--- src/rtl/imem_loader_pkg.sv ---
// Shared constants for the boot-time instruction-memory loader:
// data widths and the two-bit FSM state encoding.
package imem_loader_pkg;

  localparam int WORD_W         = 32;
  localparam int BYTE_W         = 8;
  localparam int BYTES_PER_WORD = WORD_W / BYTE_W;

  localparam logic [1:0] LOAD  = 2'd0;
  localparam logic [1:0] WRITE = 2'd1;
  localparam logic [1:0] RUN   = 2'd2;
  localparam logic [1:0] ERR   = 2'd3;

endpackage

--- src/rtl/imem_loader_if.sv ---
// Byte-stream input handshake plus instruction-memory write port.
// The image source uses master; the loader uses slave.
interface imem_loader_if;
  import imem_loader_pkg::*;

  logic              in_valid;
  logic [BYTE_W-1:0] in_data;
  logic              in_last;
  logic              in_ready;
  logic              imem_we;
  logic [WORD_W-1:0] imem_addr;
  logic [WORD_W-1:0] imem_wdata;

  modport master (
    output in_valid, in_data, in_last,
    input  in_ready, imem_we, imem_addr, imem_wdata
  );

  modport slave (
    input  in_valid, in_data, in_last,
    output in_ready, imem_we, imem_addr, imem_wdata
  );

endinterface

--- src/rtl/imem_loader_word_packer.sv ---
// Big-endian byte-to-word assembler: the first byte of a group ends up in
// the most significant lane after four shifts.
module word_packer
  import imem_loader_pkg::*;
(
  input  logic              clk,
  input  logic              rst_n,
  input  logic              en,
  input  logic              clear,
  input  logic [BYTE_W-1:0] data,
  output logic [WORD_W-1:0] word,
  output logic              full
);

  logic [1:0] byte_idx;

  // NOTE: sequential state uses non-blocking assignments so every flop
  // samples pre-edge values regardless of block evaluation order.
  always_ff @(posedge clk or negedge rst_n) begin
    if (!rst_n) begin
      word     <= '0;
      byte_idx <= '0;
    end else if (clear) begin
      word     <= '0;
      byte_idx <= '0;
    end else if (en) begin
      word     <= {word[WORD_W-BYTE_W-1:0], data};
      byte_idx <= byte_idx + 2'd1;
    end
  end

  assign full = en && (byte_idx == 2'(BYTES_PER_WORD - 1));

endmodule

--- src/rtl/imem_loader.sv ---
// Boot loader: packs a byte stream into words, writes them sequentially into
// instruction memory from address 0, and releases the CPU on a clean image.
module imem_loader
  import imem_loader_pkg::*;
#(
  parameter int MAX_WORDS = 1024,
  parameter int CNT_W     = 11
) (
  input  logic             clk,
  input  logic             rst_n,
  imem_loader_if.slave     bus,
  output logic             cpu_run,
  output logic [CNT_W-1:0] word_count,
  output logic             error
);

  logic [1:0]        state;
  logic              last_seen;
  logic              shift_en;
  logic              full;
  logic [WORD_W-1:0] word;
  logic [CNT_W-1:0]  count_next;

  assign shift_en   = (state == LOAD) && bus.in_valid;
  assign count_next = word_count + CNT_W'(1);

  word_packer u_packer (
    .clk   (clk),
    .rst_n (rst_n),
    .en    (shift_en),
    .clear (state == WRITE),
    .data  (bus.in_data),
    .word  (word),
    .full  (full)
  );

  always_ff @(posedge clk or negedge rst_n) begin
    if (!rst_n) begin
      state      <= LOAD;
      last_seen  <= 1'b0;
      word_count <= '0;
    end else begin
      case (state)
        LOAD: begin
          if (full) begin
            state     <= WRITE;
            last_seen <= bus.in_last;
          end else if (shift_en && bus.in_last) begin
            // Image length is not a whole number of words.
            state <= ERR;
          end
        end
        WRITE: begin
          word_count <= count_next;
          if (last_seen)                            state <= RUN;
          else if (count_next == CNT_W'(MAX_WORDS)) state <= ERR;
          else                                      state <= LOAD;
        end
        default: state <= state;  // RUN and ERR hold until reset
      endcase
    end
  end

  // Every output decodes registered state only; nothing from in_* leaks through.
  assign bus.in_ready   = (state == LOAD);
  assign bus.imem_we    = (state == WRITE);
  assign bus.imem_addr  = WORD_W'(word_count) << 2;
  assign bus.imem_wdata = word;
  assign cpu_run        = (state == RUN);
  assign error          = (state == ERR);

endmodule

--- src/flat_wrapper.sv ---
// flat-port wrapper written by rule: the top's interface ports become plain ports
module imem_loader_flat import imem_loader_pkg::*;
#(
  parameter int MAX_WORDS = 1024,
  parameter int CNT_W     = 11
)
  (clk, rst_n, cpu_run, word_count, error, bus_in_valid, bus_in_data, bus_in_last, bus_in_ready, bus_imem_we, bus_imem_addr, bus_imem_wdata);
  imem_loader_if bus_i ();
  input  logic clk;
  input  logic rst_n;
  output logic cpu_run;
  output logic [CNT_W-1:0] word_count;
  output logic error;
  input wire logic [$bits(bus_i.in_valid)-1:0] bus_in_valid;
  input wire logic [$bits(bus_i.in_data)-1:0] bus_in_data;
  input wire logic [$bits(bus_i.in_last)-1:0] bus_in_last;
  output wire logic [$bits(bus_i.in_ready)-1:0] bus_in_ready;
  output wire logic [$bits(bus_i.imem_we)-1:0] bus_imem_we;
  output wire logic [$bits(bus_i.imem_addr)-1:0] bus_imem_addr;
  output wire logic [$bits(bus_i.imem_wdata)-1:0] bus_imem_wdata;
  assign bus_i.in_valid = bus_in_valid;
  assign bus_i.in_data = bus_in_data;
  assign bus_i.in_last = bus_in_last;
  assign bus_in_ready = bus_i.in_ready;
  assign bus_imem_we = bus_i.imem_we;
  assign bus_imem_addr = bus_i.imem_addr;
  assign bus_imem_wdata = bus_i.imem_wdata;
  imem_loader #(.MAX_WORDS(MAX_WORDS), .CNT_W(CNT_W)) u_core (.clk(clk), .rst_n(rst_n), .bus(bus_i), .cpu_run(cpu_run), .word_count(word_count), .error(error));
endmodule
--- config.mk ---
export PLATFORM = sky130hd
export DESIGN_NAME = imem_loader_flat
export DESIGN_NICKNAME = d
export VERILOG_FILES = /design/src/rtl/imem_loader_pkg.sv /design/src/rtl/imem_loader_if.sv /design/src/rtl/imem_loader_word_packer.sv /design/src/rtl/imem_loader.sv /design/src/flat_wrapper.sv
export SDC_FILE = /design/constraint.sdc
export NUM_CORES = 1
export LEC_CHECK = 0
export CORE_MARGIN = 2
export CORE_UTILIZATION = 35
export CTS_CLUSTER_SIZE = 40
export DETAILED_ROUTE_END_ITERATION = 16
export PLACE_DENSITY_LB_ADDON = 0.3
export SLEW_MARGIN = 10
export SYNTH_ARGS = -nofsm -noshare
export SYNTH_HDL_FRONTEND = slang
export SYNTH_SLANG_ARGS = --single-unit
--- constraint.sdc ---
create_clock -name clk -period 2.8 [get_ports clk]
set_input_delay 0.56 -clock clk [delete_from_list [all_inputs] [get_ports clk]]
set_output_delay 0.56 -clock clk [all_outputs]
set_load 0.005 [all_outputs]
Word-level counts from Yosys, hierarchy flattened
Index checks and enable logic that the tools add are counted.

cells by class
  multipliers = 0
  bitwise logic cells = 0
  shifts and indexed selects = 0
  reductions and logical operators = 8
  eq/ne operators = 6
  $lt $le $gt $ge = 0
  multiplexer cells = 9
  div/mod/pow operators = 0
  add/sub/neg operators = 2

operators by type and width
  kind                                                                     count
  32-bit 2-to-1 mux                                                        2
  2-bit 2-to-1 mux                                                         6
  11-bit by 1-bit adder with 11-bit output, second input constant          1
  11-bit == test, second input constant                                    1
  2-bit == test, second input constant                                     3
  2-bit one-hot mux with 2 select lines                                    1
  2-bit AND reduction                                                      2
  2-bit nonzero test                                                       2
  1-bit logical AND                                                        3
  3-bit by 1-bit inequality test with 1-bit output, second input constant  1
  2-bit by 1-bit adder with 2-bit output, second input constant            1
  2-bit by 1-bit == test with 1-bit output, second input constant          1
  2-bit logical NOT                                                        1

storage, ports and cells
  bits in latches = 0
  flip-flop bits (word level) = 48
  bits in writable memories = 0
  memories = 0
  input bits = 12
  bits in read-only memories = 0
  logic and storage cells = 30
  output and inout port bits = 79

Logic depth before layout (Yosys ltp)
  depth in word-level cells = 6
  depth in mapped cells = 6
  mapped depth without buffers = 6

By module
Synthesis repeated with hierarchy kept, for this count alone.

second synthesis, totals
  cells, all modules = 224
  area total of the unflattened synthesis = 2,489.9 um^2

modules (own cells, without submodules)
  module       instances  area each (um^2)  sequential area each (um^2)  cells an instance
  word_packer  1          1,427.6           850.8                        112
  imem_loader  1          1,062.3           350.3                        112

Worst setup path before layout
OpenSTA, ideal clock, no wires.

  kind = register -> register
  start point = reg u_core.word_count[3]
  end point = reg u_core.state[1]
  path buffers = 1
  path slack = 1.106 ns
  setup time = 0.132 ns
  required time = 2.668 ns
  period minus slack after synthesis = 1.694 ns
  arrival = 1.562 ns
  stages on the path, launching flop included = 7
  cells stage by stage = dfrtp_1 buf_2 nand2_2 or3_4 mux2_4 o2111ai_2 nand3_1

between the ends
  longest elaborated chain between the ends = 5

ends and longest elaborated chain
  item                                      line               RTL
  start: declaration                        imem_loader.sv:13  output logic [CNT_W-1:0] word_count,
  start signal: assignment                  imem_loader.sv:54  word_count <= count_next;
  11-bit by 1-bit adder with 11-bit output  imem_loader.sv:25  assign count_next = word_count + CNT_W'(1);
  11-bit == test                            imem_loader.sv:56  else if (count_next == CNT_W'(MAX_WORDS)) state <= ERR;
  2-bit 2-to-1 mux                          imem_loader.sv:56
  2-bit 2-to-1 mux                          imem_loader.sv:55  if (last_seen) state <= RUN;
  2-bit one-hot mux with 2 select lines     imem_loader.sv:43  case (state)
  end signal: assignment                    imem_loader.sv:59  default: state <= state;
  end: declaration                          imem_loader.sv:17  logic [1:0] state;

No other way between the ends.
A chain may end at the register's enable or synchronous reset.

Worst setup path after layout
  start point = reg u_core.state[1]
  end point = out bus_imem_we

between the ends
  longest elaborated chain between the ends = 1

ends and longest elaborated chain
  item                                      line                RTL
  2-bit by 1-bit == test with 1-bit output  imem_loader.sv:66   assign bus.imem_we = (state == WRITE);
  end: declaration                          flat_wrapper.sv:18  output wire logic [$bits(bus_i.imem_we)-1:0] bus_imem_we;

No other way between the ends.

==> flow_summary_export.csv <==
group,metric,value,unit
yosys,syn-instance-count,263,
final_layout,stdcell_area,3068,um2
clock_tree,cts_max_level,2,
floorplanning,io_pins,91,
yosys,async_flop_share,100.0,%
placed_design,io_buffers,69,
timing,min_period,2.106,ns
global_routing,grt_max_degree,41,
drt,postRouteAntennaNets,0,
drt,dr.pass1.iters,6,
setup_path,cp_data_arrival_time,1.55,ns
outcome,status,"complete, no violations",
timing,final-setup-viol-count,0,
pwr,pwr_density_cell,412.7,nW/um2
setup_path,worst_ep_required_time,2.24,ns
pwr,total_power,1.266,mW
yosys,avgSynthCellArea,8.939,um2
global_routing,first_global_vias,1634,
yosys,synth_top_area_share,51.09,%
yosys,ys.flop_type,"dfrtp_1",
clock_tree,cts_tree,"built",
timing,fmax,474.8,MHz
floorplanning,coreArea,6422,um2
setup_path,worst_setup_path_end_kind,"output port",
final_layout,final_nets,331,
timing,tightest_slew,0.5021,ns
yosys,yosysMostFrequentCell,"nand2_1",
timing,tns,0,ns
yosys,synth-edff-count,0,
timing,fin_hold_ws,0.09964,ns
clock_tree,cts_buffers,5,
pwr,ir_drop,0.2826,mV
timing,hold_viol,0,
timing,maxSlewHeadroom,66.52,%
drt,drc_errors,0,
timing,maxSlewViolCount,0,
clock_tree,ctsLongestPathBuffers,2,
floorplanning,die_y,85.96,um
clock_tree,clock_sinks,48,
yosys,synth_seq_area_share,51.09,%
drt,vias_per_cell,4.582,
yosys,synth_seq_cells,48,
clock_tree,clkSlewWorstSetupHoldPaths,0.09,ns
global_routing,grtUsageTotal,12.75,%
placed_design,dpl_cell_area,2942,um2
yosys,ys_top_cells_by_area,"dfrtp_1 (51%), nand2_1 (12%), buf_4 (10%)",
job,cap_viol_max_count,0,
yosys,syn_area,2351,um2
floorplanning,rows,29,
floorplanning,dieArea,7389,um2
setup_path,slowest_delay,0.52,ns
clock_tree,ctsResizeCount,0,
setup_path,crit_chain,"nand2b_1 > inv_1 > clkdlybuf4s50_1",
setup_path,start_kind,"register",
pwr,p_leak,1.363,nW
yosys,synth_area_leader_cell,"dfrtp_1",
placed_design,gp_congestion,0.7253,
final_layout,antenna_cells,0,
setup_path,crit_type,"reg2out",
drt,via_count,1810,
clock_tree,worstSkewPairLatency,0.29,ns
yosys,synth_commonest_cells,"nand2_1 (78), dfrtp_1 (48), buf_4 (32)",
final_layout,final_layout_size_suffix_gt1_share,5.660,%
floorplanning,fp.dieW,85.96,um
global_routing,antenna_found_initial,0,
clock_tree,cts-root-buf,"clkbuf_8",
setup_path,worst-path-max-fanout,5,
placed_design,hpwl,3358,um
clock_tree,post-cts-setup-buffers,0,
timing,finClkSkew,0.01128,ns
drt,initialDrtViolationCount,73,
hold_path,hold_path_class,"in2async",
timing,period_share,75.22,%
global_routing,grt_overflow_total,0,
drt,wire_per_inst,11.94,um
global_routing,grt_pass1_wl,7659,um
drt,routed_wl,4718,um
setup_path,critPathSlowestCell,"clkdlybuf4s50_1",
yosys,netlist-cell-type-count,33,
clock_tree,cts-hold-fix-buffers,0,
yosys,synth_warnings,0,
final_layout,areaGrowthSynthToFinish,30.49,%
floorplanning,initial_utilization,36.61,%
timing,rsz0062_at_grt,"no",
[layer usage]
layer	routed length [um]	global-route usage (%)	up-vias
li1	-	-	907
met1	2331	18.58	846
met2	2069	18.39	55
met3	301	4.139	2
met4	16	3.030	0
met5	0	0	-
[final cells by class]
class                      count  area (um2)
clock buffer                   7       96.34
clock inverter                 1       30.03
fill                         602        3354
inverter                       1       3.754
multi-input combinational    188       924.6
sequential                    48        1201
tap                           77       96.34
timing repair buffer          73       715.7
[path summary, 6_finish.rpt]
check | startpoint | endpoint | slack [ns] | cells past startpoint
max in group asynchronous | rst_n | u_core.u_packer.word[30]$_DFFE_PN0P_ | 1.94 | 2
min reg2reg | u_core.last_seen$_DFFE_PN0P_ | u_core.state[0]$_DFFE_PN0P_ | 0.47 | 1
max | u_core.state[1]$_DFFE_PN0P_ | bus_imem_we | 0.69 | 3
max reg2reg | u_core.word_count[3]$_DFFE_PN0P_ | u_core.state[1]$_DFFE_PN0P_ | 0.98 | 5
min in group clk | u_core.last_seen$_DFFE_PN0P_ | u_core.state[0]$_DFFE_PN0P_ | 0.47 | 1
min | rst_n | u_core.word_count[7]$_DFFE_PN0P_ | 0.1 | 1
[sequential cells by signal, indices dropped and copies added, names as in the netlist]
name,flops
u_core.last_seen,1
u_core.state,2
u_core.u_packer.byte_idx,2
u_core.u_packer.word,32
u_core.word_count,11
[cells by family after synthesis]
logic type | share of synthesized area (%)
compound gates | 10.06
xor+xnor | 4.098
fa+ha+maj | 1.064
buf+inv | 12.83
flops | 51.09
mux | 1.117
other cells | 0.1595
simple gates | 19.59
[stage by stage]
| step | utilization (%) | cells | setup WS [ns] |
|---|---|---|---|
| 5_1_grt | 47.77 | 395 | 0.6102 |
| 2_1_floorplan | - | 283 | 1.106 |
| 3_5_place_dp | 45.80 | 387 | 0.7331 |
| 6_report | 47.77 | 395 | 0.6938 |
| 3_3_place_gp | 45.80 | 387 | 0.7712 |
| 4_1_cts | 47.77 | 395 | 0.6676 |
[power breakdown]
| part | internal [mW] | total, mW | leakage, nW | switching, mW |
|---|---|---|---|---|
| sequential | 0.692 | 0.692 | 0.488 | 0 |
| clock | 0.315 | 0.537 | 0.0645 | 0.222 |
| combinational | 0.0138 | 0.0361 | 0.810 | 0.0223 |
[cells in the final DEF, fill, tap and decap left out, types with 4 or more instances in the layout]
cell,netlist,final
xnor2_1,7,7
dfrtp_1,48,48
o21ai_1,28,28
nand3_1,7,7
clkdlybuf4s50_1,0,68
xor2_1,4,4
nand2_1,78,78
nor2_1,11,11
conb_1,1,21
buf_4,32,4
clkbuf_8,0,7
o21ai_0,7,7
[critical path, delay by kind of cell, from the launching register on]
kind,cells,cell delay [ns]
simple gates,1,0.18
buf+inv,2,0.64
flops,1,0.43
Note: power is estimated with default switching activity, not from simulation.
